$ cat config.mk
export PLATFORM = sky130hd
export DESIGN_NAME = multi_cycle_core_flat
export DESIGN_NICKNAME = d
export VERILOG_FILES = /design/src/rtl/multi_cycle_core_pkg.sv /design/src/rtl/multi_cycle_core_if.sv /design/src/rtl/mc_regfile.sv /design/src/rtl/multi_cycle_core.sv /design/src/flat_wrapper.sv
export SDC_FILE = /design/constraint.sdc
export NUM_CORES = 2
export LEC_CHECK = 0
export BUFFER_PORTS_ARGS = -buffer_cell sky130_fd_sc_hd__clkbuf_2
export CAP_MARGIN = 10
export CORE_MARGIN = 2
export CORE_UTILIZATION = 55
export CTS_CLUSTER_DIAMETER = 60
export DETAILED_ROUTE_END_ITERATION = 10
export GPL_TIMING_DRIVEN = 0
export PLACE_DENSITY_LB_ADDON = 0.1
export REMOVE_ABC_BUFFERS = 1
export SYNTH_ARGS = -nofsm -noshare
export SYNTH_HDL_FRONTEND = slang
export SYNTH_SLANG_ARGS = --single-unit
export TNS_END_PERCENT = 100
$ cat constraint.sdc
create_clock -name clock_i -period 9 [get_ports clock_i]
set_input_delay 1.8 -clock clock_i [delete_from_list [all_inputs] [get_ports clock_i]]
set_output_delay 1.8 -clock clock_i [all_outputs]
set_load 0.05 [all_outputs]
$ cat src/rtl/multi_cycle_core_pkg.sv
// Shared ISA constants, FSM state and ALU-op encodings, plus small decode/ALU helpers
// for the multi-cycle MIPS-subset core.
package multi_cycle_core_pkg;

   localparam logic [5:0] OpRtype = 6'h00;
   localparam logic [5:0] OpJ     = 6'h02;
   localparam logic [5:0] OpBeq   = 6'h04;
   localparam logic [5:0] OpAddi  = 6'h08;
   localparam logic [5:0] OpLw    = 6'h23;
   localparam logic [5:0] OpSw    = 6'h2B;

   localparam logic [5:0] FnAdd = 6'h20;
   localparam logic [5:0] FnSub = 6'h22;
   localparam logic [5:0] FnAnd = 6'h24;
   localparam logic [5:0] FnOr  = 6'h25;
   localparam logic [5:0] FnSlt = 6'h2A;

   typedef enum logic [2:0] {
      StIdle, StFetch, StDecode, StExec, StMem, StWb, StHalt
   } state_e;

   typedef enum logic [2:0] {
      AluAdd, AluSub, AluAnd, AluOr, AluSlt
   } alu_op_e;

   function automatic logic is_legal(logic [5:0] op, logic [5:0] fn);
      case (op)
         OpRtype:                     return fn inside {FnAdd, FnSub, FnAnd, FnOr, FnSlt};
         OpAddi, OpLw, OpSw, OpBeq, OpJ: return 1'b1;
         default:                     return 1'b0;
      endcase
   endfunction

   // Non-R opcodes that reach the ALU (addi, lw, sw) all add.
   function automatic alu_op_e decode_alu(logic [5:0] op, logic [5:0] fn);
      if (op != OpRtype) return AluAdd;
      case (fn)
         FnSub:   return AluSub;
         FnAnd:   return AluAnd;
         FnOr:    return AluOr;
         FnSlt:   return AluSlt;
         default: return AluAdd;
      endcase
   endfunction

   function automatic logic [31:0] alu_calc(alu_op_e op, logic [31:0] a, logic [31:0] b);
      case (op)
         AluSub:  return a - b;
         AluAnd:  return a & b;
         AluOr:   return a | b;
         AluSlt:  return {31'b0, $signed(a) < $signed(b)};
         default: return a + b;
      endcase
   endfunction

endpackage

$ cat src/rtl/multi_cycle_core_if.sv
// Shared instruction/data memory port with a req/ack handshake.
interface multi_cycle_core_if #(
   parameter int unsigned PC_W = 9
) ();
   logic            req;
   logic            we;
   logic [PC_W-1:0] addr;
   logic [31:0]     wdata;
   logic [31:0]     rdata;
   logic            ack;

   modport master (output req, we, addr, wdata, input rdata, ack);
   modport slave  (input req, we, addr, wdata, output rdata, ack);
endinterface

$ cat src/rtl/mc_regfile.sv
// 32x32 GPR file: two async operand reads, one async debug read, one sync write.
// Register 0 is never written, so it always reads zero.
module mc_regfile (
   input  logic        clock_i,
   input  logic        reset_ni,
   input  logic        we_i,
   input  logic [4:0]  waddr_i,
   input  logic [31:0] wdata_i,
   input  logic [4:0]  raddr_a_i,
   input  logic [4:0]  raddr_b_i,
   input  logic [4:0]  raddr_d_i,
   output logic [31:0] rdata_a_o,
   output logic [31:0] rdata_b_o,
   output logic [31:0] rdata_d_o
);
   logic [31:0] regs_q [32];

   always_ff @(posedge clock_i) begin
      if (!reset_ni) begin
         for (int i = 0; i < 32; i++) regs_q[i] <= '0;
      end else if (we_i && (waddr_i != 5'd0)) begin
         regs_q[waddr_i] <= wdata_i;
      end
   end

   assign rdata_a_o = regs_q[raddr_a_i];
   assign rdata_b_o = regs_q[raddr_b_i];
   assign rdata_d_o = regs_q[raddr_d_i];
endmodule

$ cat src/rtl/multi_cycle_core.sv
// Multi-cycle MIPS-subset core: one shared memory port, run/single-step control,
// sticky halt on illegal instructions, retire and cycle counters.
module multi_cycle_core
   import multi_cycle_core_pkg::*;
#(
   parameter int unsigned PC_W     = 9,
   parameter int unsigned CNT_W    = 16,
   parameter int unsigned RESET_PC = 0
) (
   input  logic               clock_i,
   input  logic               reset_ni,
   input  logic               run_en_i,
   input  logic               step_i,
   multi_cycle_core_if.master mem,
   input  logic [4:0]         test_addr_i,
   output logic [31:0]        test_out_o,
   output logic [PC_W-1:0]    pc_out_o,
   output logic               retire_o,
   output logic               halted_o,
   output logic               busy_o,
   output logic [CNT_W-1:0]   cycle_count_o,
   output logic [CNT_W-1:0]   instr_count_o
);
   state_e           state_q;
   logic [PC_W-1:0]  pc_q, mem_addr_q;
   logic [31:0]      ir_q, a_q, b_q, alu_q, mdr_q, mem_wdata_q;
   logic             mem_req_q, mem_we_q, retire_q, halted_q, step_q;
   logic [CNT_W-1:0] cyc_q, icnt_q;

   logic [5:0]      opcode, funct;
   logic [4:0]      rs, rt, rd;
   logic [31:0]     imm_sext, alu_b, alu_res, rf_a, rf_b, rf_wdata;
   logic [4:0]      rf_waddr;
   logic            rf_we, ack_ok, start, br_taken, retire_now;
   logic [PC_W-1:0] ret_pc;

   always_comb begin
      opcode   = ir_q[31:26];
      funct    = ir_q[5:0];
      rs       = ir_q[25:21];
      rt       = ir_q[20:16];
      rd       = ir_q[15:11];
      imm_sext = {{16{ir_q[15]}}, ir_q[15:0]};
      alu_b    = (opcode == OpRtype) ? b_q : imm_sext;
      alu_res  = alu_calc(decode_alu(opcode, funct), a_q, alu_b);
      ack_ok   = mem_req_q & mem.ack;
      start    = run_en_i | (step_i & ~step_q);
      br_taken = (opcode == OpBeq) && (a_q == b_q);
      // PC of the next fetch when this cycle retires; only a taken beq moves it here.
      ret_pc   = br_taken ? pc_q + PC_W'({imm_sext[29:0], 2'b00}) : pc_q;
      retire_now = ((state_q == StExec) && ((opcode == OpBeq) || (opcode == OpJ))) ||
                   ((state_q == StMem) && ack_ok && mem_we_q) ||
                   (state_q == StWb);
      rf_we    = (state_q == StWb);
      rf_waddr = (opcode == OpRtype) ? rd : rt;
      rf_wdata = (opcode == OpLw) ? mdr_q : alu_q;
   end

   mc_regfile u_regfile (
      .clock_i   (clock_i),
      .reset_ni  (reset_ni),
      .we_i      (rf_we),
      .waddr_i   (rf_waddr),
      .wdata_i   (rf_wdata),
      .raddr_a_i (rs),
      .raddr_b_i (rt),
      .raddr_d_i (test_addr_i),
      .rdata_a_o (rf_a),
      .rdata_b_o (rf_b),
      .rdata_d_o (test_out_o)
   );

   always_ff @(posedge clock_i) begin
      if (!reset_ni) begin
         state_q     <= StIdle;
         pc_q        <= PC_W'(RESET_PC);
         ir_q        <= '0;
         a_q         <= '0;
         b_q         <= '0;
         alu_q       <= '0;
         mdr_q       <= '0;
         mem_req_q   <= 1'b0;
         mem_we_q    <= 1'b0;
         mem_addr_q  <= '0;
         mem_wdata_q <= '0;
         retire_q    <= 1'b0;
         halted_q    <= 1'b0;
         step_q      <= 1'b0;
         cyc_q       <= '0;
         icnt_q      <= '0;
      end else begin
         step_q   <= step_i;
         retire_q <= 1'b0;
         if (!halted_q) cyc_q <= cyc_q + CNT_W'(1);

         unique case (state_q)
            StIdle: begin
               if (start) begin
                  state_q    <= StFetch;
                  mem_req_q  <= 1'b1;
                  mem_we_q   <= 1'b0;
                  mem_addr_q <= pc_q;
               end
            end
            StFetch: begin
               if (ack_ok) begin
                  ir_q      <= mem.rdata;
                  pc_q      <= pc_q + PC_W'(4);
                  mem_req_q <= 1'b0;
                  state_q   <= StDecode;
               end
            end
            StDecode: begin
               a_q <= rf_a;
               b_q <= rf_b;
               if (!is_legal(opcode, funct)) begin
                  state_q  <= StHalt;
                  halted_q <= 1'b1;
                  pc_q     <= pc_q - PC_W'(4);
               end else begin
                  state_q <= StExec;
                  if (opcode == OpJ) pc_q <= PC_W'({ir_q[25:0], 2'b00});
               end
            end
            StExec: begin
               alu_q <= alu_res;
               if ((opcode == OpLw) || (opcode == OpSw)) begin
                  state_q     <= StMem;
                  mem_req_q   <= 1'b1;
                  mem_we_q    <= (opcode == OpSw);
                  mem_addr_q  <= PC_W'(alu_res);
                  mem_wdata_q <= b_q;
               end else if ((opcode == OpBeq) || (opcode == OpJ)) begin
                  pc_q <= ret_pc;
               end else begin
                  state_q <= StWb;
               end
            end
            StMem: begin
               if (ack_ok) begin
                  mem_req_q <= 1'b0;
                  mem_we_q  <= 1'b0;
                  if (!mem_we_q) begin
                     mdr_q   <= mem.rdata;
                     state_q <= StWb;
                  end
               end
            end
            StWb, StHalt: ;
            default: state_q <= StIdle;
         endcase

         // In run mode a retiring instruction chains straight into the next fetch.
         if (retire_now) begin
            retire_q <= 1'b1;
            icnt_q   <= icnt_q + CNT_W'(1);
            if (run_en_i) begin
               state_q    <= StFetch;
               mem_req_q  <= 1'b1;
               mem_we_q   <= 1'b0;
               mem_addr_q <= ret_pc;
            end else begin
               state_q <= StIdle;
            end
         end
      end
   end

   assign mem.req       = mem_req_q;
   assign mem.we        = mem_we_q;
   assign mem.addr      = mem_addr_q;
   assign mem.wdata     = mem_wdata_q;
   assign pc_out_o      = pc_q;
   assign retire_o      = retire_q;
   assign halted_o      = halted_q;
   assign busy_o        = !(state_q inside {StIdle, StHalt});
   assign cycle_count_o = cyc_q;
   assign instr_count_o = icnt_q;
endmodule
$ cat src/flat_wrapper.sv
// flat-port wrapper written by rule: the top's interface ports become plain ports
module multi_cycle_core_flat import multi_cycle_core_pkg::*;
#(
   parameter int unsigned PC_W     = 9,
   parameter int unsigned CNT_W    = 16,
   parameter int unsigned RESET_PC = 0
)
  (clock_i, reset_ni, run_en_i, step_i, test_addr_i, test_out_o, pc_out_o, retire_o, halted_o, busy_o, cycle_count_o, instr_count_o, mem_req, mem_we, mem_addr, mem_wdata, mem_rdata, mem_ack);
  multi_cycle_core_if #(.PC_W(PC_W)) mem_i ();
  input  logic clock_i;
  input  logic reset_ni;
  input  logic run_en_i;
  input  logic step_i;
  input  logic [4:0] test_addr_i;
  output logic [31:0] test_out_o;
  output logic [PC_W-1:0] pc_out_o;
  output logic retire_o;
  output logic halted_o;
  output logic busy_o;
  output logic [CNT_W-1:0] cycle_count_o;
  output logic [CNT_W-1:0] instr_count_o;
  output wire logic [$bits(mem_i.req)-1:0] mem_req;
  output wire logic [$bits(mem_i.we)-1:0] mem_we;
  output wire logic [$bits(mem_i.addr)-1:0] mem_addr;
  output wire logic [$bits(mem_i.wdata)-1:0] mem_wdata;
  input wire logic [$bits(mem_i.rdata)-1:0] mem_rdata;
  input wire logic [$bits(mem_i.ack)-1:0] mem_ack;
  assign mem_req = mem_i.req;
  assign mem_we = mem_i.we;
  assign mem_addr = mem_i.addr;
  assign mem_wdata = mem_i.wdata;
  assign mem_i.rdata = mem_rdata;
  assign mem_i.ack = mem_ack;
  multi_cycle_core #(.PC_W(PC_W), .CNT_W(CNT_W), .RESET_PC(RESET_PC)) u_core (.clock_i(clock_i), .reset_ni(reset_ni), .run_en_i(run_en_i), .step_i(step_i), .mem(mem_i), .test_addr_i(test_addr_i), .test_out_o(test_out_o), .pc_out_o(pc_out_o), .retire_o(retire_o), .halted_o(halted_o), .busy_o(busy_o), .cycle_count_o(cycle_count_o), .instr_count_o(instr_count_o));
endmodule
## Yosys cells after proc, flatten, opt, wreduce, memory -nomap -nowiden

Memories as Yosys holds them, arrays and structs flattened. A register that Yosys moved wholly into a read port is not among the register bits.
Index checks and enable logic that the tools add are counted.

| cells by class | value |
|---|---|
| add/subtract/negate cells | 7 |
| order comparisons | 1 |
| equal/unequal tests | 31 |
| mux-type cells | 53 |
| bitwise gates (word level) | 8 |
| reduce and logical (&&, ||, !) cells | 29 |

Operators with widths:

| operator | count |
|---|---|
| one-hot mux 32 bit (4 select lines) | 1 |
| 2-to-1 mux 32 bit | 3 |
| 2-to-1 mux 9 bit | 10 |
| == test 6 bit (second input constant) | 7 |
| adder 16 x 1 -> 16 bit (second input constant) | 2 |
| adder 32 bit | 1 |
| bitwise AND 32 bit | 1 |
| == test 32 bit | 1 |
| less-than comparator 32 bit | 1 |
| bitwise OR 32 bit | 1 |
| OR reduction 32 bit | 1 |
| subtractor 32 bit | 1 |
| 2-to-1 mux 3 bit | 10 |
| one-hot mux 9 bit (3 select lines) | 1 |
| 2-to-1 mux 1 bit | 20 |
| one-hot mux 3 bit (6 select lines) | 1 |
| one-hot mux 9 bit (2 select lines) | 1 |
| == test 3 x 2 -> 1 bit (second input constant) | 4 |
| == test 3 bit (second input constant) | 4 |
| one-hot mux 3 bit (4 select lines) | 1 |
| 2-to-1 mux 5 bit | 2 |
| nonzero test 5 bit | 2 |
| adder 9 x 3 -> 9 bit (second input constant) | 1 |
| adder 9 bit | 1 |
| other kinds (30) | 51 |

| word-level totals | value |
|---|---|
| register bits after elaboration | 186 |
| memory bits (writable) | 1024 |
| output and inout bits | 119 |
| logic and storage cells | 144 |
| memories kept | 1 |

Memory list:

| name | depth | bits a word | read ports | clocked after memory_dff | wr ports | line | text |
|---|---|---|---|---|---|---|---|
| u_core.u_regfile.regs_q | 32 | 32 | 3 | 2 | 32 | mc_regfile.sv:16 | `logic [31:0] regs_q [32];` |

## Depth between registers and ports, before layout

| depth | value |
|---|---|
| depth after elaboration | 9 |
| gate-level depth with buffers | 21 |

## Modules after synthesis

From an unflattened synthesis, not the netlist that was laid out.

| second synthesis, totals | value |
|---|---|
| cell total of the unflattened synthesis | 7830 |
| area total of the unflattened synthesis | 80009.2 um2 |

Modules (own cells, without submodules):

| module | instances | cells each | area an instance (um2) |
|---|---|---|---|
| mc_regfile | 1 | 5767 | 64359.2 |
| multi_cycle_core | 1 | 2063 | 15650.0 |

## Least setup slack after synthesis

Ideal clock, no wire load.

| path | value |
|---|---|
| kind | input to output |
| start point | in test_addr_i[0] |
| end point | out test_out_o[0] |
| data arrival time | 4140 ps |
| required time | 7200 ps |
| slack | 3060 ps |
| cell stages on the path | 6 |
| path buffers | 3 |
| path through | clkbuf_1 clkbuf_1 buf_1 mux4_2 mux4_2 mux2_2 |

| between the ends | value |
|---|---|
| word-level cells in the longest chain between the ends | 1 |

Ends and longest elaborated chain:

| item | line | text |
|---|---|---|
| start, declared | flat_wrapper.sv:14 | `input logic [4:0] test_addr_i;` |
| memory read (32 x 32 bit) | -- |  |
| end, declared | flat_wrapper.sv:15 | `output logic [31:0] test_out_o;` |

No other way between the ends.

==> impl_metrics.yaml <==
worst_setup_path:
  reg2reg_from: "u_core.ir_q[26]$_SDFFE_PN0P_"
  r2r_end: "u_core.u_regfile.regs_q[8][13]$_SDFFCE_PN0P_"
  cp.arrival_ns: 7.44
  worstPathRequired_ns: 9.43
  critPathLaunchType: "input pin"
  worst-path-max-fanout: 107
  crit_type: "input pin to flip-flop"
  critPathCaptureType: "flip-flop"
  rrSetupSlack_ns: 3.13
  ff2ff_path_depth: 7
floorplan:
  die-width_um: 372
  io_pins: 161
  initial_core_util: 0.553
  dieArea_mm2: 0.139
  rows: 135
  fp.dieH_um: 372
  core_mm2: 0.135
grt:
  grt_max_degree: 108
  grt_use_total: 0.420
  grt_overflow: 0
  grt_pass1_wl_mm: 398
  grt_pass1_vias: 53000
  grt_antenna_before_repair: 9
synthesis:
  yosys_most_used_dff: "edfxtp_1"
  synth_edf_count: 1024
  synth_largest_area_cell: "edfxtp_1"
  synth_warnings: 0
  netlist_instances: 5649
  yosysMostFrequentCell: "nor2_1"
  synth_common_cells: "1,206 x nor2_1, 1,024 x edfxtp_1, 960 x mux4_2"
  ys_types: 86
  async_flop_share: 0
  synth_seq_cells: 1272
  avgSynthCellArea_um2: 13.2
  synth_top_area_share: 0.412
  yosysSeqAreaShare: 0.478
  yosys-top-cells-area: "edfxtp_1 41%, mux4_2 29%, dfxtp_1 6.6%"
  mappedNetlistArea_mm2: 0.0747
routing:
  firstDrtPassIters: 6
  drc: 0
  final_antenna_net_count: 0
  num_vias: 55600
  drt_iter0_markers: 9682
  wirelength_mm: 289
  post_drt_wl_per_cell_um: 38.7
  avgViaCountPerCell: 7.45
power_and_ir_drop:
  power_leakage_nw: 27.6
  power.total_mw: 15.2
  powerDensity_mw_per_mm2: 179
  max-vdd-ir-drop_uv: 149
finish:
  drive_gt1_frac: 0.289
  nets: 5706
  design_area_mm2: 0.0846
  instances_no_fill: 7472
  fillers: 10100
  area_growth_pct: 13.3
clock_tree:
  numClockSinks: 1272
  clock_path_buffers: 3
  clock-root-buffer: "clkbuf_16"
  postCtsResizedCells: 0
  cts_tree: "yes"
  clk_latency_ns: 0.83
  cts_hold_buf: 0
  clk_pin_slew_ns: 0.06
  ctsHtreeMaxLevel: 4
  cts_buffers: 149
  postCtsSetupBuffers: 0
flow_run:
  max-cap-violations: 0
sta:
  rsz0062_at_grt: "no"
  hold_viol_final: 0
  relSlewSlack: 0.183
  final-max-slew-violation-count: 0
  fin_skew_ns: 0.0412
  tightest_slew_ns: 1.22
  fin_crit_ns: 7.02
  fin_setup_tns_ns: 0
  fin_crit_sh: 0.780
  fmax_mhz: 143
  final-setup-viol-count: 0
outcome:
  run_status: "completed"
placement:
  io_buffer_count: 158
  dp_hpwl_mm: 175
  place_area_mm2: 0.0798
  placed_cells: 7185
  gp_congestion: 0.978
hold_path:
  worstHoldStart: "u_core.mem.wdata[25]$_SDFFE_PN0P_"
  min_path_cells: 2
  hold-path-endpoint: "u_core.mem.wdata[25]$_SDFFE_PN0P_"
  hold_path_class: "flip-flop to flip-flop"
-- stage by stage --
stage,utilization,setup slack (ns),hold WS [ns]
floorplan,-,-3.85,0.415
global placement,0.560,-14.25,0.441
detailed placement,0.590,1.41,0.446
CTS,0.626,2.15,0.453
global route,0.626,2.03,0.472
finish,0.626,1.98,0.453
-- cell families (layout without fill, tap and decap cells) --
group	count (synthesis)	in the layout	share of synthesized area
other	1	45	0.0000502
buffers and inverters	684	682	0.0351
adders and majority gates	109	109	0.0186
AOI/OAI and AO/OA	583	583	0.0508
DFF	1272	1272	0.478
muxes	1109	1109	0.310
and+or+nand+nor	1811	1811	0.0976
xor gates and xnor gates	80	80	0.00938
-- state kept, by name, indices dropped and copies added (netlist names), 3 cells and up --
register                 flops
u_core.cycle_count_o        16
u_core.a_q                  32
u_core.mem.addr              9
u_core.instr_count_o        16
u_core.u_regfile.regs_q   1024
u_core.alu_q                32
u_core.state_q               3
u_core.mdr_q                32
u_core.ir_q                 32
u_core.mem.wdata            32
u_core.pc_out_o              7
u_core.b_q                  32
-- metal layers --
metal | track usage | wire (µm) | up-vias
met5 | 0.00455 | 101 | -
met4 | 0.246 | 19100 | 4
met3 | 0.147 | 44500 | 997
met2 | 0.603 | 127000 | 4904
met1 | 0.556 | 98400 | 28200
li1 | - | - | 21600
-- critical path, stage by stage --
cell and delay, ns:
clkbuf_8 0.70, inv_8 0.31, buf_16 0.38, buf_16 0.29, or3_1 0.63, nor3_2 1.05
nand2_4 0.88, nand2_4 1.07
-- how the worst max path moves through the flow --
stage	start	endpoint	depth (start not counted)
6_report	reset_ni	u_core.u_regfile.regs_q[8][13]$_SDFFCE_PN0P_	8
3_5_place_dp	reset_ni	u_core.u_regfile.regs_q[8][9]$_SDFFCE_PN0P_	8
2_1_floorplan	u_core.ir_q[16]$_SDFFE_PN0P_	u_core.u_regfile.regs_q[11][0]$_SDFFCE_PN0P_	4
5_1_grt	test_addr_i[0]	test_out_o[28]	7
4_1_cts	test_addr_i[0]	test_out_o[26]	7
3_3_place_gp	u_core.ir_q[16]$_SDFFE_PN0P_	u_core.u_regfile.regs_q[18][9]$_SDFFCE_PN0P_	4
-- layout by cell type, fill, tap and decap left out, types with 81 or more instances in the layout --
cell          n
clkbuf_16   154
dfxtp_1     237
mux2i_1      81
inv_1       112
ha_1        106
mux4_2      960
a211oi_1     84
nor2_1     1200
edfxtp_1   1024
o21ai_0      82
clkbuf_2    152
a21oi_1     199
nand2_1     328
-- cell type report --
class / instances / area [µm²] / area share
sequential: 1272 / 35800 / 0.423
tap: 1781 / 2230 / 0.0264
multi-input combinational: 3726 / 37400 / 0.442
antenna: 11 / 27.5 / 0.000326
clock inverter: 75 / 667 / 0.00789
inverter: 113 / 432 / 0.00510
timing repair buffer: 293 / 3940 / 0.0466
clock buffer: 201 / 4110 / 0.0486
-- power by group --
| part | internal (mW) | switching (mW) | total, mW | leakage, nW |
|---|---|---|---|---|
| clock | 3.43 | 2.61 | 6.04 | 2.33 |
| sequential | 6.54 | 0.242 | 6.78 | 12.6 |
| combinational | 0.986 | 1.37 | 2.36 | 12.7 |
| total | 11.0 | 4.22 | 15.2 | 27.6 |
Power figures use the tool's default switching activity.
